[src/rtl/router_pkg.sv]
// Shared constants and arbitration helper for the 4-port router.
package router_pkg;

    localparam int NUM_PORTS = 4;
    localparam int ADDR_W    = 2;

    // Returns {found, index} of the first set request at or after start.
    function automatic logic [ADDR_W:0] pick(
        input logic [NUM_PORTS-1:0] req,
        input logic [ADDR_W-1:0]    start
    );
        logic [ADDR_W:0]   r;
        logic [ADDR_W-1:0] idx;
        r = '0;
        for (int k = NUM_PORTS - 1; k >= 0; k--) begin
            idx = start + ADDR_W'(k);
            if (req[idx]) r = {1'b1, idx};
        end
        return r;
    endfunction

endpackage

[src/rtl/router_fifo.sv]
// Synchronous FIFO with full/empty flags; a pop frees a slot for a same-edge push.
module router_fifo #(
    parameter int W     = 10,
    parameter int DEPTH = 4
) (
    input  logic         clk,
    input  logic         rst,
    input  logic         push,
    input  logic         pop,
    input  logic [W-1:0] wdata,
    output logic [W-1:0] rdata,
    output logic         full,
    output logic         empty
);

    localparam int AW = $clog2(DEPTH);

    logic [W-1:0]  mem [DEPTH];
    logic [AW-1:0] rptr;
    logic [AW-1:0] wptr;
    logic [AW:0]   count;
    logic          do_pop;
    logic          do_push;

    assign full    = count == (AW+1)'(DEPTH);
    assign empty   = count == '0;
    assign do_pop  = pop && !empty;
    assign do_push = push && (!full || do_pop);
    assign rdata   = mem[rptr];

    always_ff @(posedge clk or negedge rst) begin
        if (!rst) begin
            rptr  <= '0;
            wptr  <= '0;
            count <= '0;
        end else begin
            if (do_push) wptr <= wptr + 1'b1;
            if (do_pop)  rptr <= rptr + 1'b1;
            count <= count + (AW+1)'(do_push) - (AW+1)'(do_pop);
        end
    end

    always_ff @(posedge clk) begin
        if (do_push) mem[wptr] <= wdata;
    end

endmodule

[src/rtl/router.sv]
// 4x4 buffered crossbar router; ROUTER_RR_ARB_EN selects round-robin
// output arbitration, otherwise lowest input index wins.
module router
    import router_pkg::*;
#(
    parameter int DATA_WIDTH = 8,
    parameter int FIFO_DEPTH = 4
) (
    input  logic                  clk,
    input  logic                  rst,
    input  logic [DATA_WIDTH-1:0] data_in     [NUM_PORTS-1:0],
    input  logic [ADDR_W-1:0]     destination [NUM_PORTS-1:0],
    output logic [DATA_WIDTH-1:0] data_out    [NUM_PORTS-1:0],
    output logic                  valid       [NUM_PORTS-1:0]
);

    typedef struct packed {
        logic [DATA_WIDTH-1:0] data;
        logic [ADDR_W-1:0]     dest;
    } entry_t;

    entry_t               head  [NUM_PORTS];
    logic [NUM_PORTS-1:0] empty;
    logic [NUM_PORTS-1:0] full;
    logic [NUM_PORTS-1:0] pop;
    logic [NUM_PORTS-1:0] req   [NUM_PORTS];
    logic [ADDR_W:0]      gnt   [NUM_PORTS];
    logic                 unused_full;

    assign unused_full = &full;

    for (genvar i = 0; i < NUM_PORTS; i++) begin : g_in
        router_fifo #(
            .W     ($bits(entry_t)),
            .DEPTH (FIFO_DEPTH)
        ) u_fifo (
            .clk   (clk),
            .rst   (rst),
            .push  (1'b1),
            .pop   (pop[i]),
            .wdata ({data_in[i], destination[i]}),
            .rdata (head[i]),
            .full  (full[i]),
            .empty (empty[i])
        );
    end

`ifdef ROUTER_RR_ARB_EN
    logic [ADDR_W-1:0] ptr [NUM_PORTS];
`endif

    // req[j][i]: head of input i wants output j
    always_comb begin
        pop = '0;
        for (int j = 0; j < NUM_PORTS; j++) begin
            req[j] = '0;
            for (int i = 0; i < NUM_PORTS; i++) begin
                req[j][i] = !empty[i] && (head[i].dest == ADDR_W'(j));
            end
`ifdef ROUTER_RR_ARB_EN
            gnt[j] = pick(req[j], ptr[j]);
`else
            gnt[j] = pick(req[j], '0);
`endif
            if (gnt[j][ADDR_W]) pop[gnt[j][ADDR_W-1:0]] = 1'b1;
        end
    end

    always_ff @(posedge clk or negedge rst) begin
        if (!rst) begin
            for (int j = 0; j < NUM_PORTS; j++) begin
                data_out[j] <= '0;
                valid[j]    <= 1'b0;
            end
        end else begin
            for (int j = 0; j < NUM_PORTS; j++) begin
                valid[j] <= gnt[j][ADDR_W];
                if (gnt[j][ADDR_W]) begin
                    data_out[j] <= head[gnt[j][ADDR_W-1:0]].data;
                end
            end
        end
    end

`ifdef ROUTER_RR_ARB_EN
    always_ff @(posedge clk or negedge rst) begin
        if (!rst) begin
            for (int j = 0; j < NUM_PORTS; j++) ptr[j] <= '0;
        end else begin
            for (int j = 0; j < NUM_PORTS; j++) begin
                if (gnt[j][ADDR_W]) ptr[j] <= gnt[j][ADDR_W-1:0] + 1'b1;
            end
        end
    end
`endif

endmodule

[config.mk]
export PLATFORM = sky130hd
export DESIGN_NAME = router
export DESIGN_NICKNAME = d
export VERILOG_FILES = /design/src/rtl/router_pkg.sv /design/src/rtl/router_fifo.sv /design/src/rtl/router.sv
export SDC_FILE = /design/constraint.sdc
export NUM_CORES = 1
export LEC_CHECK = 0
export BUFFER_PORTS_ARGS = -buffer_cell sky130_fd_sc_hd__buf_2
export CAP_MARGIN = 0
export CORE_MARGIN = 2
export CORE_UTILIZATION = 40
export CTS_CLUSTER_SIZE = 25
export DETAILED_ROUTE_END_ITERATION = 16
export GPL_TIMING_DRIVEN = 1
export PLACE_DENSITY = 0.63
export SKIP_LAST_GASP = 1
export SLEW_MARGIN = 20
export SYNTH_ARGS = -nofsm -noshare
export SYNTH_HDL_FRONTEND = slang
export SYNTH_SLANG_ARGS = --single-unit
[constraint.sdc]
create_clock -name clk -period 5.4 [get_ports clk]
set_input_delay 1.62 -clock clk [delete_from_list [all_inputs] [get_ports clk]]
set_output_delay 1.62 -clock clk [all_outputs]
set_load 0.02 [all_outputs]
Word-level counts from Yosys, hierarchy flattened

Memory sizes are Yosys's and may differ from the RTL's.
Index checks and enable logic that the tools add are counted.
Widths: inputs -> output; s select.

Bits in registers: 64
Latch bits: 0
RAM bits: 160
ROM bits: 0
Bits of input ports: 42
Output and inout bits: 36
Logic and storage cells: 167
Memories kept: 4

Memory list:

| memory             | depth | width | read ports | clocked after memory_dff | wr ports | line              | source |
|---|---|---|---|---|---|---|---|
| g_in[0].u_fifo.mem | 4     | 10    | 1          | 0                        | 1        | router_fifo.sv:18 | `logic [W-1:0] mem [DEPTH];` |
| g_in[1].u_fifo.mem | 4     | 10    | 1          | 0                        | 1        | router_fifo.sv:18 |  |
| g_in[2].u_fifo.mem | 4     | 10    | 1          | 0                        | 1        | router_fifo.sv:18 |  |
| g_in[3].u_fifo.mem | 4     | 10    | 1          | 0                        | 1        | router_fifo.sv:18 |  |

Add/sub/neg operators: 16
$mul: 0
Divide/modulo/power cells: 0
Magnitude comparators: 12
Equality and inequality tests: 16
Shift operators: 0
Mux-type cells: 48
Bitwise gates (word level): 7
Reductions and logical operators: 44

Operator list:

| kind                | count |
|---|---|
| $bmux 10 s2         | 4 |
| $mux 10             | 8 |
| $mux 3              | 16 |
| $logic_and 1x1->1   | 24 |
| $add 2x1->2 const B | 8 |
| $eq 2x2->1 const B  | 8 |
| $mux 4              | 4 |
| $add 3x1->3         | 4 |
| $eq 3x3->1 const B  | 4 |
| $ge 3x3->1 const B  | 4 |
| $logic_not 3->1     | 4 |
| $lt 2x3->1 const B  | 4 |
| $mux 1              | 12 |
| $not 2->3           | 4 |
| $or 4x4->4          | 3 |
| $sub 3x1->3         | 4 |
| $demux 1 s2         | 4 |
| $eq 2x1->1 const B  | 4 |
| $ge 2x1->1 const B  | 4 |
| $logic_not 1->1     | 8 |
| $logic_not 2->1     | 4 |
| $logic_or 1x1->1    | 4 |

Depth between registers and ports, before layout

Depth after elaboration: 22
Gate-level depth with buffers: 14
Gate-level depth less buffers: 13

By module

Synthesis repeated with hierarchy kept, for this count alone.

Cell total of the unflattened synthesis: 615
Area total of the unflattened synthesis: 9798.1 sq um

By module, submodules not included:

| module                            | instances | cells an instance | area each (sq um) | seq. area each (sq um) |
|---|---|---|---|---|
| router_fifo at g_in[0].u_fifo ... | 2         | 88                | 1874.3            | 1376.3 |
| router_fifo at g_in[2].u_fifo ... | 2         | 87                | 1866.8            | 1376.3 |
| router                            | 1         | 265               | 2316.0            | 900.9 |

Worst setup path after synthesis

OpenSTA, ideal clock, no wires.

Path kind: register to register
From: register g_in[1].u_fifo.rptr[0]
To: register g_in[3].u_fifo.count[2]
Setup time: 0.126 ns
Data arrival time: 2.922 ns
Data required time: 5.274 ns
Setup slack: 2.352 ns
Stages on the path, launching flop included: 14
Path buffers: 1
Clock period less this slack: 3.048 ns
Cells stage by stage: dfrtp_1 -> clkbuf_1 -> inv_1 -> mux4_2 -> a22oi_2 -> nand3_1 -> o2111ai_4 -> ha_1 -> inv_1 -> ha_1 -> inv_1 -> fa_1 -> xnor2_1 -> xnor2_1

Cells in the longest elaborated chain, start to end: 20
Elaborated cells on any way between the ends: 48
Classes of those cells: add/sub: 2; order compare: 8; eq/ne: 3; mux: 20; bitwise: 3; reduce/logical: 11; memory: 1

RTL lines:

| element                                                               | line              | source |
|---|---|---|
| from (decl)                                                           | router_fifo.sv:19 | `logic [AW-1:0] rptr;` |
| from (signal assigned)                                                | router_fifo.sv:38 | `if (do_pop) rptr <= rptr + 1'b1;` |
| $mem_v2 4x10 *                                                        | n/a               |  |
| $logic_not 2->1                                                       | router.sv:58      | `req[j][i] = !empty[i] && (head[i].dest == ADDR_W'(j));` |
| $logic_and 1x1->1                                                     | router.sv:58      |  |
| $mux 3 (2 in a row)                                                   | router_pkg.sv:17  | `if (req[idx]) r = {1'b1, idx};` |
| $lt 2x3->1 (not written as such) / $ge 2x1->1 (equally long branches) | router.sv:65      | `if (gnt[j][ADDR_W]) pop[gnt[j][ADDR_W-1:0]] = 1'b1;` |
| $logic_and 1x1->1 (not written as such)                               | router.sv:65      |  |
| $mux 1 (not written as such)                                          | router.sv:65      |  |
| $demux 1 s2                                                           | router.sv:65      |  |
| [... 4 more ...]                                                      | n/a               |  |
| $mux 4                                                                | router.sv:65      |  |
| $or 4x4->4 (no source line)                                           | n/a               |  |
| $mux 4 *                                                              | router.sv:65      |  |
| $logic_and 1x1->1 *                                                   | router_fifo.sv:27 | `assign do_pop = pop && !empty;` |
| named net g_in[3].u_fifo.do_pop                                       | router_fifo.sv:22 | `logic do_pop;` |
| $logic_or 1x1->1                                                      | router_fifo.sv:28 | `assign do_push = push && (!full \|\| do_pop);` |
| $add 3x1->3                                                           | router_fifo.sv:39 | `count <= count + (AW+1)'(do_push) - (AW+1)'(do_pop);` |
| $sub 3x1->3 *                                                         | router_fifo.sv:39 |  |
| to (signal assigned)                                                  | router_fifo.sv:39 |  |
| to (decl)                                                             | router_fifo.sv:21 | `logic [AW:0] count;` |

Mark *: on every way through the listed nets, which the timed path passes. The rest lies on a longest branch.
A chain may end at the register's enable or synchronous reset.

Final worst setup path

Same ends and word-level chain as after synthesis.

==> results.json <==
{
  "status": "finished, final reports clean",
  "nets": 828,
  "grt_util_all_layers": 0.1647,
  "drc_errors": 0,
  "drt_iter0_drc": 464,
  "period_needed_ns": 4.069,
  "synth_top_area_cell": "edfxtp_1",
  "synthFlopType": "edfxtp_1",
  "num_vias": 5998,
  "htree_levels": 1,
  "numCtsBuffers": 25,
  "fin_crit_sh": 0.7535,
  "drv_cap": 0,
  "hold_buffers": 0,
  "cp_data_arrival_time_ns": 4.51,
  "syn_area_per_cell_sq_um": 14.90,
  "crit_start": "g_in[1].u_fifo.rptr[0]$_DFFE_PN0P_",
  "syn_area_sq_mm": 0.01021,
  "fin_skew_ns": 0.03916,
  "post_cts_buffers": 0,
  "yosys_register_bits": 224,
  "crit_fanout": 19,
  "synth_top_cell_area_share": 0.4708,
  "grt_busiest_layer": "met2",
  "num_antenna_cells": 0,
  "io_pins": 78,
  "die_w_um": 163.7,
  "clk_latency_ns": 0.53,
  "clockRootBuffer": "clkbuf_16",
  "crit_required_ns": 5.84,
  "synth_area_leaders": "edfxtp_1 47%, dfrtp_1 16%, mux4_2 6.4%, mux2i_1 3.5%, ha_1 2.9%",
  "met2_usage": 0.2552,
  "initial_utilization": 0.4065,
  "core_sq_mm": 0.02511,
  "ctsResizeCount": 0,
  "tightest_slew_ns": 0.9394,
  "wl_per_cell_um": 19.61,
  "hold_viol": 0,
  "place_congestion": 0.8391,
  "syn-num-nets": 755,
  "wl_um": 21670,
  "grt_max_degree": 39,
  "placementRows": 58,
  "max_freq_mhz": 245.8,
  "yosysWarnings": 0,
  "syn_inst": 685,
  "cts_buffer_depth": 3,
  "setup-tns-final_ns": 0,
  "layout_common_cells": "160 x edfxtp_1, 77 x buf_2, 64 x dfrtp_1",
  "dieArea_sq_mm": 0.02681,
  "drv_slew": 0,
  "ys_seq_area_frac": 0.6277,
  "synth_edf_count": 160,
  "ant_nets": 0,
  "grt_overflow": 0,
  "drive_gt1_frac": 0.2271,
  "critical_path_class": "reg -> reg",
  "relSlewSlack": 0.3737,
  "place.detailed.hpwl_um": 15590,
  "antenna_found_initial": 0,
  "grt_pass1_vias": 5869,
  "use_met1": 0.2414,
  "rsz0062_at_grt": "false",
  "cts.sinks": 224,
  "grt_pass1_wl_um": 33580,
  "cts_tree": "built",
  "async_reset_ff_frac": 0.2857,
  "rr_startpoint": "g_in[1].u_fifo.rptr[0]$_DFFE_PN0P_",
  "drt-pass1-iter-count": 7,
  "die-height_um": 163.7,
  "setup_viol": 0,
  "endpoint_kind": "flop",
  "synth_cell_types": 65,
  "port_buffers": 77,
  "hold_start": "data_out[14]$_DFFE_PN0N_",
  "grt_util_met3": 0.02652,
  "area_growth_pct": 14.36,
  "start_kind": "flop",
  "min_path_type": "reg -> reg",
  "mostFrequentLayoutCell": "edfxtp_1",
  "via_per_inst": 5.428,
  "cts.clk_slew.worst_paths_ns": 0.06
}
[sequential cells by signal, summed over array words and instances (netlist names)]
signal             cells
g_in.u_fifo.mem      160
valid                  4
g_in.u_fifo.count     12
data_out              32
g_in.u_fifo.rptr       8
g_in.u_fifo.wptr       8
[through the flow]
| step | utilization | std cells | setup WS, ns | instance area (sq um) | hold slack [ns] |
|---|---|---|---|---|---|
| final | 0.4648 | 1105 | 1.331 | 11670 | 0.4884 |
| after global routing | 0.4648 | 1105 | 0.9460 | 11670 | 0.5138 |
| after CTS | 0.4647 | 1105 | 1.295 | 11670 | 0.4939 |
| after detailed placement | 0.4334 | 1061 | 1.337 | 10880 | 0.4829 |
| after global placement | 0.4334 | 1061 | 1.439 | 10880 | 0.4751 |
| after floorplan | - | 685 | 2.352 | 10210 | 0.4482 |
[metal layers]
layer  vias up  share of wire
li1       2796              -
met1      2976           0.46
met2       193           0.46
met3        33          0.057
met4         0          0.021
met5         -              0
[cell usage after synthesis, types with 2 or more instances]
cell / n
a211oi_1: 9
a21oi_1: 18
a221oi_1: 5
a2bb2oi_1: 8
a311o_1: 3
a32o_1: 2
a32oi_1: 5
a41oi_1: 2
and2_1: 13
and3_1: 8
buf_1: 3
buf_2: 8
buf_4: 4
clkbuf_1: 22
dfrtp_1: 64
edfxtp_1: 160
fa_1: 4
ha_1: 24
inv_1: 28
mux2_2: 9
mux2i_1: 36
mux4_1: 5
mux4_2: 29
nand2_1: 37
nand2b_1: 2
nand3_1: 3
nand3b_1: 2
nand4_1: 2
nand4b_1: 2
nor2_1: 38
nor2b_1: 7
nor3_1: 3
nor3_2: 2
nor4_1: 3
o211a_1: 8
o21ai_0: 28
o221ai_1: 16
o22a_1: 8
o22ai_1: 7
or2_2: 3
or4b_1: 2
xnor2_1: 18
xor2_1: 3
[worst paths after layout]
kind	end	slack, ns	depth (start not counted)
max in group asynchronous	g_in[2].u_fifo.wptr[1]$_DFFE_PN0P_	3.27	2
hold / removal	data_out[14]$_DFFE_PN0N_	0.49	2
setup / recovery	g_in[3].u_fifo.count[2]$_DFF_PN0_	1.33	11
hold reg to reg	data_out[14]$_DFFE_PN0N_	0.49	2
setup reg to reg	g_in[3].u_fifo.count[2]$_DFF_PN0_	1.33	11
min in group asynchronous	g_in[1].u_fifo.wptr[1]$_DFFE_PN0P_	1.11	1
[critical path, stage by stage, from the launching register on]
cell and delay (ns):
dfrtp_1 0.81, inv_1 0.27, mux4_2 0.55, a22oi_2 0.67, nand3_1 0.24, o2111ai_4 0.21, or4b_1 0.29, ha_1 0.18
inv_1 0.05, fa_1 0.37, xnor2_1 0.19, xnor2_1 0.14
[cell type report]
type | count | area, sq um
Multi-Input combinational cell | 394 | 3518
Clock buffer | 28 | 636.9
Timing Repair Buffer | 84 | 437.9
Sequential cell | 224 | 6406
Tap cell | 330 | 412.9
Clock inverter | 16 | 150.1
Inverter | 29 | 108.9
Fill cell | 2256 | 13440
[logic make-up after synthesis]
kind of cell / share of synthesized area
flops: 0.6277
mux: 0.1236
xor+xnor: 0.01802
simple gates: 0.06669
compound gates: 0.09857
fa+ha+maj: 0.03727
other cells: 0.0003674
buf+inv: 0.02783
Power is not shown: default switching activity piles up to over one toggle a cycle in this logic, so the estimate is an artifact.
